<file path="config.mk">
export PLATFORM = sky130hd
export DESIGN_NAME = decode_issue_queue
export DESIGN_NICKNAME = d
export VERILOG_FILES = /design/src/rtl/decode_issue_queue.sv
export SDC_FILE = /design/constraint.sdc
export NUM_CORES = 1
export LEC_CHECK = 0
export ABC_AREA = 1
export ABC_CLOCK_PERIOD_IN_PS = 34800
export CAP_MARGIN = 5
export CORE_MARGIN = 10
export CORE_UTILIZATION = 58
export DETAILED_ROUTE_END_ITERATION = 8
export GPL_ROUTABILITY_DRIVEN = 0
export PLACE_DENSITY = 0.82
export SLEW_MARGIN = 40
export SYNTH_ARGS = -nofsm -noshare
export SYNTH_HDL_FRONTEND = slang
export SYNTH_SLANG_ARGS = --single-unit
</file>
<file path="constraint.sdc">
create_clock -name clk_i -period 34.8 [get_ports clk_i]
set_input_delay 5.22 -clock clk_i [delete_from_list [all_inputs] [get_ports clk_i]]
set_output_delay 5.22 -clock clk_i [all_outputs]
set_load 0.005 [all_outputs]
</file>
<file path="src/rtl/decode_issue_queue.sv">
// RV32I decoder feeding a small in-order queue. The head issues to the RS or the LSB once
// a ROB tag is free and its operands are resolved through the regfile, the ROB or the previous issue.
`ifndef OPLEN
`define OPLEN 6
`define NOP   6'd0
`define LUI   6'd1
`define AUIPC 6'd2
`define JAL   6'd3
`define JALR  6'd4
`define BEQ   6'd5
`define BNE   6'd6
`define BLT   6'd7
`define BGE   6'd8
`define BLTU  6'd9
`define BGEU  6'd10
`define LB    6'd11
`define LH    6'd12
`define LW    6'd13
`define LBU   6'd14
`define LHU   6'd15
`define SB    6'd16
`define SH    6'd17
`define SW    6'd18
`define ADDI  6'd19
`define SLTI  6'd20
`define SLTIU 6'd21
`define XORI  6'd22
`define ORI   6'd23
`define ANDI  6'd24
`define SLLI  6'd25
`define SRLI  6'd26
`define SRAI  6'd27
`define ADD   6'd28
`define SUB   6'd29
`define SLL   6'd30
`define SLT   6'd31
`define SLTU  6'd32
`define XOR   6'd33
`define SRL   6'd34
`define SRA   6'd35
`define OR    6'd36
`define AND   6'd37
`endif
`ifndef ROBNOTRENAME
`define ROBNOTRENAME 4'b0000
`endif

module decode_issue_queue #(
    parameter int QUEUE_DEPTH = 4,
    parameter int ROB_WIDTH   = 4
) (
    input  logic                  clk_i,
    input  logic                  rst_i,
    input  logic                  rdy_i,
    input  logic                  if_valid_i,
    input  logic [31:0]           if_instr_i,
    input  logic [31:0]           if_pc_i,
    output logic                  if_ready_o,
    input  logic                  flush_i,
    input  logic                  rob_full_i,
    input  logic [ROB_WIDTH-1:0]  rob_free_tag_i,
    output logic                  rob_alloc_o,
    input  logic                  rs_full_i,
    input  logic                  lsb_full_i,
    output logic [4:0]            reg_rs1_index_o,
    output logic [4:0]            reg_rs2_index_o,
    input  logic                  reg_rs1_renamed_i,
    input  logic [ROB_WIDTH-1:0]  reg_rs1_rename_i,
    input  logic [31:0]           reg_rs1_value_i,
    input  logic                  reg_rs2_renamed_i,
    input  logic [ROB_WIDTH-1:0]  reg_rs2_rename_i,
    input  logic [31:0]           reg_rs2_value_i,
    output logic [ROB_WIDTH-1:0]  rob_rs1_index_o,
    output logic [ROB_WIDTH-1:0]  rob_rs2_index_o,
    input  logic                  rob_rs1_ready_i,
    input  logic [31:0]           rob_rs1_value_i,
    input  logic                  rob_rs2_ready_i,
    input  logic [31:0]           rob_rs2_value_i,
    output logic                  issue_valid_o,
    output logic                  issue_to_lsb_o,
    output logic [`OPLEN-1:0]     issue_op_o,
    output logic [31:0]           issue_pc_o,
    output logic [31:0]           issue_imm_o,
    output logic [31:0]           issue_rs1_value_o,
    output logic [ROB_WIDTH-1:0]  issue_rs1_rename_o,
    output logic [31:0]           issue_rs2_value_o,
    output logic [ROB_WIDTH-1:0]  issue_rs2_rename_o,
    output logic [ROB_WIDTH-1:0]  issue_rd_rename_o,
    output logic [4:0]            issue_rd_index_o,
    output logic                  issue_has_rd_o,
    output logic                  illegal_o
);

    localparam int PTR_W = $clog2(QUEUE_DEPTH);
    localparam int CNT_W = PTR_W + 1;
    localparam logic [ROB_WIDTH-1:0] NO_RENAME = ROB_WIDTH'(`ROBNOTRENAME);

    typedef struct packed {
        logic [`OPLEN-1:0] op;
        logic              lsb;
        logic [31:0]       pc;
        logic [31:0]       imm;
        logic [4:0]        rs1;
        logic [4:0]        rs2;
        logic [4:0]        rd;
        logic              use_rs1;
        logic              use_rs2;
        logic              has_rd;
    } entry_t;

    typedef struct packed {
        logic [31:0]          val;
        logic [ROB_WIDTH-1:0] ren;
    } opnd_t;

    typedef struct packed {
        logic                 lsb;
        logic [`OPLEN-1:0]    op;
        logic [31:0]          pc;
        logic [31:0]          imm;
        logic [31:0]          rs1_val;
        logic [ROB_WIDTH-1:0] rs1_ren;
        logic [31:0]          rs2_val;
        logic [ROB_WIDTH-1:0] rs2_ren;
        logic [ROB_WIDTH-1:0] rd_ren;
        logic [4:0]           rd_idx;
        logic                 has_rd;
    } issue_t;

    // First match wins: x0/unused, previous-issue bypass, committed regfile value, ROB value, tag.
    function automatic opnd_t resolve_opnd(
        input logic                 use_src,
        input logic [4:0]           idx,
        input logic                 byp_hit,
        input logic [ROB_WIDTH-1:0] byp_tag,
        input logic                 reg_renamed,
        input logic [ROB_WIDTH-1:0] reg_rename,
        input logic [31:0]          reg_value,
        input logic                 rob_ready,
        input logic [31:0]          rob_value
    );
        opnd_t r;
        r.val = 32'd0;
        r.ren = NO_RENAME;
        if (!use_src || (idx == 5'd0)) begin
            r.val = 32'd0;
            r.ren = NO_RENAME;
        end else if (byp_hit) begin
            r.val = 32'd0;
            r.ren = byp_tag;
        end else if (!reg_renamed) begin
            r.val = reg_value;
            r.ren = NO_RENAME;
        end else if (rob_ready) begin
            r.val = rob_value;
            r.ren = NO_RENAME;
        end else begin
            r.val = 32'd0;
            r.ren = reg_rename;
        end
        return r;
    endfunction

    entry_t             q_mem [QUEUE_DEPTH];
    logic [PTR_W-1:0]   head_q, head_d, tail_q, tail_d;
    logic [CNT_W-1:0]   count_q, count_d;
    logic               iss_valid_q, iss_valid_d;
    logic               illegal_q, illegal_d;
    issue_t             iss_q, iss_d;

    logic [2:0]  f3_s;
    logic [6:0]  f7_s;
    logic [31:0] imm_i_s, imm_s_s, imm_b_s, imm_u_s, imm_j_s;
    entry_t      dec_s;
    logic        dec_legal_s;
    logic        fmt_rd_s;

    assign f3_s    = if_instr_i[14:12];
    assign f7_s    = if_instr_i[31:25];
    assign imm_i_s = {{20{if_instr_i[31]}}, if_instr_i[31:20]};
    assign imm_s_s = {{20{if_instr_i[31]}}, if_instr_i[31:25], if_instr_i[11:7]};
    assign imm_b_s = {{19{if_instr_i[31]}}, if_instr_i[31], if_instr_i[7], if_instr_i[30:25], if_instr_i[11:8], 1'b0};
    assign imm_u_s = {if_instr_i[31:12], 12'd0};
    assign imm_j_s = {{11{if_instr_i[31]}}, if_instr_i[31], if_instr_i[19:12], if_instr_i[20], if_instr_i[30:21], 1'b0};

    // Decode the fetched word into a queue entry and flag unsupported encodings.
    always_comb begin
        dec_legal_s = 1'b1;
        fmt_rd_s    = 1'b0;
        dec_s       = '0;
        dec_s.op    = `NOP;
        dec_s.pc    = if_pc_i;
        case (if_instr_i[6:0])
            7'b0110111: begin dec_s.op = `LUI;   dec_s.imm = imm_u_s; fmt_rd_s = 1'b1; end
            7'b0010111: begin dec_s.op = `AUIPC; dec_s.imm = imm_u_s; fmt_rd_s = 1'b1; end
            7'b1101111: begin dec_s.op = `JAL;   dec_s.imm = imm_j_s; fmt_rd_s = 1'b1; end
            7'b1100111: begin
                dec_s.op = `JALR; dec_s.imm = imm_i_s; dec_s.use_rs1 = 1'b1; fmt_rd_s = 1'b1;
                if (f3_s == 3'b000) begin
                    dec_legal_s = 1'b1;
                end else begin
                    dec_legal_s = 1'b0;
                end
            end
            7'b1100011: begin
                dec_s.imm = imm_b_s; dec_s.use_rs1 = 1'b1; dec_s.use_rs2 = 1'b1;
                case (f3_s)
                    3'b000:  dec_s.op = `BEQ;
                    3'b001:  dec_s.op = `BNE;
                    3'b100:  dec_s.op = `BLT;
                    3'b101:  dec_s.op = `BGE;
                    3'b110:  dec_s.op = `BLTU;
                    3'b111:  dec_s.op = `BGEU;
                    default: dec_legal_s = 1'b0;
                endcase
            end
            7'b0000011: begin
                dec_s.imm = imm_i_s; dec_s.lsb = 1'b1; dec_s.use_rs1 = 1'b1; fmt_rd_s = 1'b1;
                case (f3_s)
                    3'b000:  dec_s.op = `LB;
                    3'b001:  dec_s.op = `LH;
                    3'b010:  dec_s.op = `LW;
                    3'b100:  dec_s.op = `LBU;
                    3'b101:  dec_s.op = `LHU;
                    default: dec_legal_s = 1'b0;
                endcase
            end
            7'b0100011: begin
                dec_s.imm = imm_s_s; dec_s.lsb = 1'b1; dec_s.use_rs1 = 1'b1; dec_s.use_rs2 = 1'b1;
                case (f3_s)
                    3'b000:  dec_s.op = `SB;
                    3'b001:  dec_s.op = `SH;
                    3'b010:  dec_s.op = `SW;
                    default: dec_legal_s = 1'b0;
                endcase
            end
            7'b0010011: begin
                dec_s.imm = imm_i_s; dec_s.use_rs1 = 1'b1; fmt_rd_s = 1'b1;
                case (f3_s)
                    3'b000:  dec_s.op = `ADDI;
                    3'b010:  dec_s.op = `SLTI;
                    3'b011:  dec_s.op = `SLTIU;
                    3'b100:  dec_s.op = `XORI;
                    3'b110:  dec_s.op = `ORI;
                    3'b111:  dec_s.op = `ANDI;
                    3'b001: begin
                        if (f7_s == 7'b0000000) begin
                            dec_s.op = `SLLI;
                        end else begin
                            dec_legal_s = 1'b0;
                        end
                    end
                    3'b101: begin
                        if (f7_s == 7'b0000000) begin
                            dec_s.op = `SRLI;
                        end else if (f7_s == 7'b0100000) begin
                            dec_s.op = `SRAI;
                        end else begin
                            dec_legal_s = 1'b0;
                        end
                    end
                    default: dec_legal_s = 1'b0;
                endcase
            end
            7'b0110011: begin
                dec_s.use_rs1 = 1'b1; dec_s.use_rs2 = 1'b1; fmt_rd_s = 1'b1;
                case ({f7_s, f3_s})
                    10'b0000000_000: dec_s.op = `ADD;
                    10'b0100000_000: dec_s.op = `SUB;
                    10'b0000000_001: dec_s.op = `SLL;
                    10'b0000000_010: dec_s.op = `SLT;
                    10'b0000000_011: dec_s.op = `SLTU;
                    10'b0000000_100: dec_s.op = `XOR;
                    10'b0000000_101: dec_s.op = `SRL;
                    10'b0100000_101: dec_s.op = `SRA;
                    10'b0000000_110: dec_s.op = `OR;
                    10'b0000000_111: dec_s.op = `AND;
                    default:         dec_legal_s = 1'b0;
                endcase
            end
            default: dec_legal_s = 1'b0;
        endcase
        dec_s.rs1    = dec_s.use_rs1 ? if_instr_i[19:15] : 5'd0;
        dec_s.rs2    = dec_s.use_rs2 ? if_instr_i[24:20] : 5'd0;
        dec_s.rd     = fmt_rd_s ? if_instr_i[11:7] : 5'd0;
        dec_s.has_rd = fmt_rd_s && (if_instr_i[11:7] != 5'd0);
    end

    entry_t head_s;
    opnd_t  opnd1_s, opnd2_s;
    logic   byp1_s, byp2_s, unit_busy_s, issue_s, enq_try_s, enq_s, not_empty_s;

    assign head_s      = q_mem[head_q];
    assign not_empty_s = (count_q != '0);
    assign if_ready_o  = (count_q < CNT_W'(QUEUE_DEPTH));
    assign byp1_s      = iss_valid_q && iss_q.has_rd && (iss_q.rd_idx == head_s.rs1);
    assign byp2_s      = iss_valid_q && iss_q.has_rd && (iss_q.rd_idx == head_s.rs2);
    assign opnd1_s     = resolve_opnd(head_s.use_rs1, head_s.rs1, byp1_s, iss_q.rd_ren, reg_rs1_renamed_i,
                                      reg_rs1_rename_i, reg_rs1_value_i, rob_rs1_ready_i, rob_rs1_value_i);
    assign opnd2_s     = resolve_opnd(head_s.use_rs2, head_s.rs2, byp2_s, iss_q.rd_ren, reg_rs2_renamed_i,
                                      reg_rs2_rename_i, reg_rs2_value_i, rob_rs2_ready_i, rob_rs2_value_i);
    assign unit_busy_s = head_s.lsb ? lsb_full_i : rs_full_i;
    assign issue_s     = not_empty_s && rdy_i && !flush_i && !rob_full_i && !unit_busy_s;
    assign enq_try_s   = if_valid_i && if_ready_o && rdy_i && !flush_i;
    assign enq_s       = enq_try_s && dec_legal_s;

    assign reg_rs1_index_o = not_empty_s ? head_s.rs1 : 5'd0;
    assign reg_rs2_index_o = not_empty_s ? head_s.rs2 : 5'd0;
    assign rob_rs1_index_o = reg_rs1_rename_i;
    assign rob_rs2_index_o = reg_rs2_rename_i;

    // Next-state: flush beats everything, rdy low freezes, otherwise enqueue/issue.
    always_comb begin
        head_d      = head_q;
        tail_d      = tail_q;
        count_d     = count_q;
        iss_valid_d = iss_valid_q;
        illegal_d   = illegal_q;
        iss_d       = iss_q;
        if (flush_i) begin
            head_d      = '0;
            tail_d      = '0;
            count_d     = '0;
            iss_valid_d = 1'b0;
            illegal_d   = 1'b0;
        end else if (rdy_i) begin
            illegal_d   = enq_try_s && !dec_legal_s;
            iss_valid_d = issue_s;
            if (enq_s) begin
                tail_d = tail_q + PTR_W'(1);
            end else begin
                tail_d = tail_q;
            end
            if (issue_s) begin
                head_d        = head_q + PTR_W'(1);
                iss_d.lsb     = head_s.lsb;
                iss_d.op      = head_s.op;
                iss_d.pc      = head_s.pc;
                iss_d.imm     = head_s.imm;
                iss_d.rs1_val = opnd1_s.val;
                iss_d.rs1_ren = opnd1_s.ren;
                iss_d.rs2_val = opnd2_s.val;
                iss_d.rs2_ren = opnd2_s.ren;
                iss_d.rd_ren  = rob_free_tag_i;
                iss_d.rd_idx  = head_s.rd;
                iss_d.has_rd  = head_s.has_rd;
            end else begin
                head_d = head_q;
            end
            case ({enq_s, issue_s})
                2'b10:   count_d = count_q + CNT_W'(1);
                2'b01:   count_d = count_q - CNT_W'(1);
                default: count_d = count_q;
            endcase
        end else begin
            iss_valid_d = iss_valid_q;
        end
    end

    // Control and issue-output registers.
    always_ff @(posedge clk_i or posedge rst_i) begin
        if (rst_i) begin
            head_q        <= '0;
            tail_q        <= '0;
            count_q       <= '0;
            iss_valid_q   <= 1'b0;
            illegal_q     <= 1'b0;
            iss_q         <= '0;
            iss_q.rs1_ren <= NO_RENAME;
            iss_q.rs2_ren <= NO_RENAME;
            iss_q.rd_ren  <= NO_RENAME;
        end else begin
            head_q      <= head_d;
            tail_q      <= tail_d;
            count_q     <= count_d;
            iss_valid_q <= iss_valid_d;
            illegal_q   <= illegal_d;
            iss_q       <= iss_d;
        end
    end

    // Queue storage, written at the tail on an accepted legal instruction.
    always_ff @(posedge clk_i or posedge rst_i) begin
        if (rst_i) begin
            for (int i = 0; i < QUEUE_DEPTH; i++) begin
                q_mem[i] <= '0;
            end
        end else if (enq_s) begin
            q_mem[tail_q] <= dec_s;
        end else begin
            q_mem[tail_q] <= q_mem[tail_q];
        end
    end

    assign issue_valid_o      = iss_valid_q;
    assign rob_alloc_o        = iss_valid_q;
    assign illegal_o          = illegal_q;
    assign issue_to_lsb_o     = iss_q.lsb;
    assign issue_op_o         = iss_q.op;
    assign issue_pc_o         = iss_q.pc;
    assign issue_imm_o        = iss_q.imm;
    assign issue_rs1_value_o  = iss_q.rs1_val;
    assign issue_rs1_rename_o = iss_q.rs1_ren;
    assign issue_rs2_value_o  = iss_q.rs2_val;
    assign issue_rs2_rename_o = iss_q.rs2_ren;
    assign issue_rd_rename_o  = iss_q.rd_ren;
    assign issue_rd_index_o   = iss_q.rd_idx;
    assign issue_has_rd_o     = iss_q.has_rd;

endmodule

</file>
==> results_dict.tcl, run 1 <==
set metrics [dict create \
    ir_drop_v 0.0000413 \
    synth-async-reset-ratio_pct 100 \
    track_usage_pct 32.1 \
    initial_core_util_pct 58.7 \
    p_comb_share_pct 29.4 \
    hpwl_um 60100 \
    grt_max_degree 97 \
    stdcell_count 4673 \
    crit_type "in2out" \
    cp_cell_sequence "clkdlybuf4s50_1 -> clkdlybuf4s50_1" \
    area_growth_pct 20.4 \
    synth_cell_types 43 \
    cp.required_ns 29.58 \
    coreArea_um2 47800 \
    chipWidth_um 240 \
    tightest_slew_ns 0.898 \
    cts_hold_buf 0 \
    grt_pass1_wl_um 148000 \
    wl_per_cell_um 20.4 \
    first_iter_violations 3387 \
    yosys.area.top_type "dfrtp_1" \
    fin_tns_setup_ns 0 \
    die-area_um2 57700 \
    cts_buffers 54 \
    antenna_found_initial 8 \
    cp-end-kind "primary output" \
    grt_pass1_vias 26300 \
    yosysMostFrequentCell "nand2_1" \
    period_needed_ns 11.58 \
    avgSynthCellArea_um2 7.33 \
    pin_count 391 \
    syn_area_um2 28100 \
    cp.arrival_ns 6.37 \
    yosys-top-cells-area "dfrtp_1 (46%), nand2_1 (9.0%), o21ai_0 (8.4%)" \
    drv_cap 0 \
    vias_per_cell 6.12 \
    slowest_delay_ns 0.58 \
    clock.fmax_mhz 86.3 \
    clkPwrFrac_pct 29.4 \
    finish.net_count 4227 \
    power_density_nw_per_um2 62.6 \
    drive_above_1_share_pct 4.57 \
    cts_setup_buffers 0 \
    dp.cells 4565 \
    cp-start-kind "primary input" \
    fin_skew_ns 0.0182 \
    status "finished clean" \
    clk_pin_slew_worst_paths_ns 0.06 \
    remaining_drc_errors 0 \
    ys_ff_latch 518 \
    cts_tree "yes" \
    post-place-ws_ns 23.22 \
    hp-class "reg2reg" \
    netlist_top_cells_count "nand2_1 (672), dfrtp_1 (518), nor2_1 (499)" \
    insertion_delay_ns 0.62 \
    period_share_pct 33.3 \
    crit_family "buffers and inverters" \
    routed_wl_um 95500 \
    drtAntennaViolNets 0 \
    cts_max_level 2 \
    synth_edf_count 0 \
    synth.top_cell.area_share_pct 46.1 \
    io_buffers 390 \
    slew_viol_final 0 \
    setup_violations 0 \
    p_int_mw 1.43 \
    cts-resized-gates 0 \
    postSynthCellCount 3836 \
    routed-via-count 28600 \
    yosysWarnings 0 \
    globalRouteOverflowTotal 0 \
    setup_ws_ns 23.22 \
    clock-sinks 518 \
    swShare_pct 32.3 \
    fp.dieH_um 240 \
    clock-root-buffer "clkbuf_16" \
    slew_headroom_pct 40.1 \
    final-hold-violation-count 0 \
    timing.critical_path.slowest_stage_cell "clkdlybuf4s50_1" \
    total_power_mw 2.12 \
    syn_nets 4057 \
    first_pass_iters 6 \
    path_max_fanout 2 \
    cts_max_path_buffers 3 \
    synthFlopType "dfrtp_1" \
    rsz0062_at_grt "false" \
    crit_top_cell "clkdlybuf4s50_1" \
    total_leakage_power_nw 14.8 \
    seq_power_share_pct 41.1 \
    seq_area_frac_synth_pct 46.1 \
    p_sw_mw 0.685 \
    fillers 3852 \
    cp_num_buf_inv 2 \
    row_count 80 \
]
per-layer routing:
metal | share of wire, % | GRT usage (%)
met3 | 11 | 7.06
met5 | 0.014 | 0
met4 | 4.1 | 13.2
met1 | 39 | 42.2
met2 | 46 | 50.6
layout make-up:
type,count,area [µm²],share of cell area (%)
tap,615,769,2.27
inverter,220,845,2.50
antenna,7,17.5,0.0518
sequential,518,13000,38.3
multi-input combinational,2783,13100,38.6
clock inverter,26,380,1.12
clock buffer,75,1530,4.53
timing repair buffer,429,4250,12.5
power by group through the flow:
stage / sequential (mW) / clock (mW) / combinational, mW
after floorplan: 0.860 / 0 / 0.342
after global placement: 0.872 / 0 / 0.606
after detailed placement: 0.876 / 0 / 0.620
after CTS: 0.868 / 0.628 / 0.624
after global routing: 0.890 / 0.653 / 0.696
final: 0.871 / 0.624 / 0.623
cells in the final DEF (no fill, tap or decap), types with 48 or more instances in the layout:
cell type / instances
a31oi_1: 53
clkdlybuf4s50_1: 388
nand2_1: 672
nor2_1: 499
o22ai_1: 48
inv_1: 206
clkbuf_16: 55
o21ai_0: 472
a21oi_1: 420
dfrtp_1: 514
nand3_1: 433
kinds of logic after synthesis:
| logic type | synth area share (%) |
|---|---|
| simple gates | 24.9 |
| flops | 46.1 |
| xor+xnor | 0.156 |
| compound gates | 20.9 |
| fa+ha+maj | 0.249 |
| buf+inv | 7.63 |
through the flow:
step	hold WS, ns	area [µm²]	utilization [%]
after floorplan	0.467	28100	-
after global placement	0.460	31800	66.6
after global routing	0.495	33800	70.7
after CTS	0.480	33800	70.7
after detailed placement	0.464	31900	66.7
final	0.478	33800	70.7
state kept, by name, indices dropped and copies added (netlist names), 5 cells and up:
register           flops
issue_pc_o            32
issue_rs2_value_o     32
issue_rd_index_o       5
issue_imm_o           32
issue_rs1_value_o     32
q_mem                356
issue_op_o             6
worst paths after layout:
path	from	slack (ns)	depth (start not counted)	to
max in group asynchronous	rst_i	27.83	4	head_q[1]$_DFFE_PP0P_
min in group asynchronous	rst_i	5.11	2	issue_imm_o[6]$_DFFE_PP0P_
setup / recovery	reg_rs2_rename_i[3]	23.22	2	rob_rs2_index_o[3]
hold / removal	issue_rs1_value_o[10]$_DFFE_PP0P_	0.48	2	issue_rs1_value_o[10]$_DFFE_PP0P_
setup reg to reg	head_q[0]$_DFFE_PP0P_	30.52	13	issue_rs1_value_o[6]$_DFFE_PP0P_
hold reg to reg	issue_rs1_value_o[10]$_DFFE_PP0P_	0.48	2	issue_rs1_value_o[10]$_DFFE_PP0P_
Power figures use the tool's default switching activity.
==> run 2: changes to the inputs <==
ABC_CLOCK_PERIOD_IN_PS = 11500   (was 34800)
CORE_UTILIZATION = 56   (was 58)
PLACE_DENSITY = 0.79   (was 0.82)
clock period = 11.5 ns   (was 34.8 ns; I/O delays follow)
==> run 2 against run 1 <==
Against the previous run: via count fell by 0.43%; largest cell class unchanged; first-iteration DRC count fell by 8.2%; power rose to 3.0 times the previous value; sequential share of layout area fell by 0.19 points; setup slack got worse by 17 ns; final cell count rose by 1.3%; clock skew rose by 0.0072 ns; critical path depth rose by 5; sequential power rose to 3.0 times the previous value; worst hold slack got worse by 0.0054 ns.
==> results_dict.tcl, run 2 (synthesis gave the netlist of run 1 again) <==
set metrics [dict create \
    postLayoutCoreUtil_pct 68.2 \
    grt_pass1_vias 26400 \
    cts_max_path_buffers 3 \
    cts_hold_buf 0 \
    cts_setup_buffers 0 \
    final_common_cell "nand2_1" \
    remaining_drc_errors 0 \
    cp-start-kind "flop" \
    slew_viol_final 0 \
    period_share_pct 48.5 \
    final-hold-violation-count 0 \
    hp-class "reg2reg" \
    largest_reg_flops 356 \
    holdCritStartpoint "issue_rs1_value_o[3]$_DFFE_PP0P_" \
    track_usage_pct 30.9 \
    ff2ff_setup_slack_ns 7.46 \
    grt_pass1_wl_um 149000 \
    period_needed_ns 5.57 \
    dp.cells 4622 \
    row_count 82 \
    cp_cell_sequence "inv_8 -> buf_6 -> nand2_1 -> nand3_1 -> nand2_1 -> nor2_1 -> clkdlybuf4s50_1" \
    cts_max_level 2 \
    crit_top_cell "nand2_1" \
    routed_wl_um 96200 \
    finish.net_count 4229 \
    stdcell_count 4736 \
    fp.dieH_um 244 \
    routed-via-count 28500 \
    power_density_nw_per_um2 187 \
    drtAntennaViolNets 0 \
    globalRouteOverflowTotal 0 \
    io_buffers 390 \
    slowest_delay_ns 0.71 \
    cts_tree "yes" \
    first_iter_violations 3108 \
    cp-end-kind "primary output" \
    crit_start "head_q[0]$_DFFE_PP0P_" \
    regMostFlops "q_mem" \
    path_max_fanout 139 \
    setup_ws_ns 5.93 \
    reg2reg_from "head_q[0]$_DFFE_PP0P_" \
    pin_count 391 \
    vias_per_cell 6.01 \
    wl_per_cell_um 20.3 \
    rsz0062_at_grt "false" \
    fin_tns_setup_ns 0 \
    hpwl_um 60600 \
    clock-root-buffer "clkbuf_16" \
    fin_skew_ns 0.0254 \
    insertion_delay_ns 0.64 \
    fillers 4235 \
    initial_core_util_pct 56.4 \
    crit_type "reg2out" \
    clk_pin_slew_worst_paths_ns 0.06 \
    cts_buffers 55 \
    first_pass_iters 6 \
    setup_violations 0 \
    drive_above_1_share_pct 4.69 \
    antenna_found_initial 14 \
    post-place-ws_ns 5.56 \
    coreArea_um2 49900 \
    grt_max_degree 140 \
    ir_drop_v 0.000131 \
    clock.fmax_mhz 179 \
    drv_cap 0 \
    cp.required_ns 9.78 \
    die-area_um2 59600 \
    total_power_mw 6.35 \
    area_growth_pct 21.0 \
    status "finished clean" \
    chipWidth_um 244 \
    cp.arrival_ns 3.85 \
    total_leakage_power_nw 14.9 \
    cts-resized-gates 0 \
    timing.critical_path.slowest_stage_cell "dfrtp_4" \
    tightest_slew_ns 0.845 \
    final_cell_mix "nand2_1 (672), dfrtp_1 (514), nor2_1 (499)" \
    clock-sinks 518 \
    slew_headroom_pct 43.0 \
]
==> run 2: path summary, 6_finish.rpt <==
check	end	cells past startpoint
worst min register to register	issue_rs1_value_o[3]$_DFFE_PP0P_	2
worst max register to register	issue_rs1_value_o[14]$_DFFE_PP0P_	12
max in group asynchronous	q_mem[235]$_DFFE_PP0P_	5
min in group asynchronous	issue_rs1_value_o[11]$_DFFE_PP0P_	3
worst max-delay path	reg_rs1_index_o[0]	7
worst min-delay path	issue_rs1_value_o[3]$_DFFE_PP0P_	2
==> run 2: layout make-up <==
class                           count  area (µm²)  share of cell area [%]
Inverter                          220         846                    2.49
Clock buffer                       83        1660                    4.89
Timing Repair Buffer              430        4360                    12.8
Sequential cell                   518       13000                    38.2
Clock inverter                     19         210                   0.618
Tap cell                          672         841                    2.47
Antenna cell                       11        27.5                  0.0809
Multi-Input combinational cell   2783       13100                    38.5
==> run 2: worst max-delay path, delay by kind of cell, from the launching register on <==
family	cells	cell delay [ns]
DFF	1	0.71
and+or+nand+nor	4	0.63
buffers and inverters	3	1.76
==> run 2: layer usage <==
metal / up-vias / global-route usage (%) / routed length (µm)
met5: - / 0 / 52
met4: 8 / 13.4 / 4040
met3: 227 / 6.91 / 9810
met2: 1564 / 49.4 / 45000
met1: 13400 / 39.9 / 37300
li1: 13300 / - / -
==> run 2: stage by stage <==
step	instance area, µm²	hold slack [ns]
after global placement	31900	0.459
final	34000	0.473
after CTS	33900	0.480
after detailed placement	32100	0.464
after global routing	34000	0.494
after floorplan	28100	0.467
==> run 2: power by group <==
group	switching, mW	leakage (nW)	internal [mW]	total (mW)
clock	0.767	0.935	1.06	1.83
combinational	0.979	8.09	0.897	1.88
sequential	0.329	5.85	2.31	2.64
total	2.08	14.9	4.27	6.35
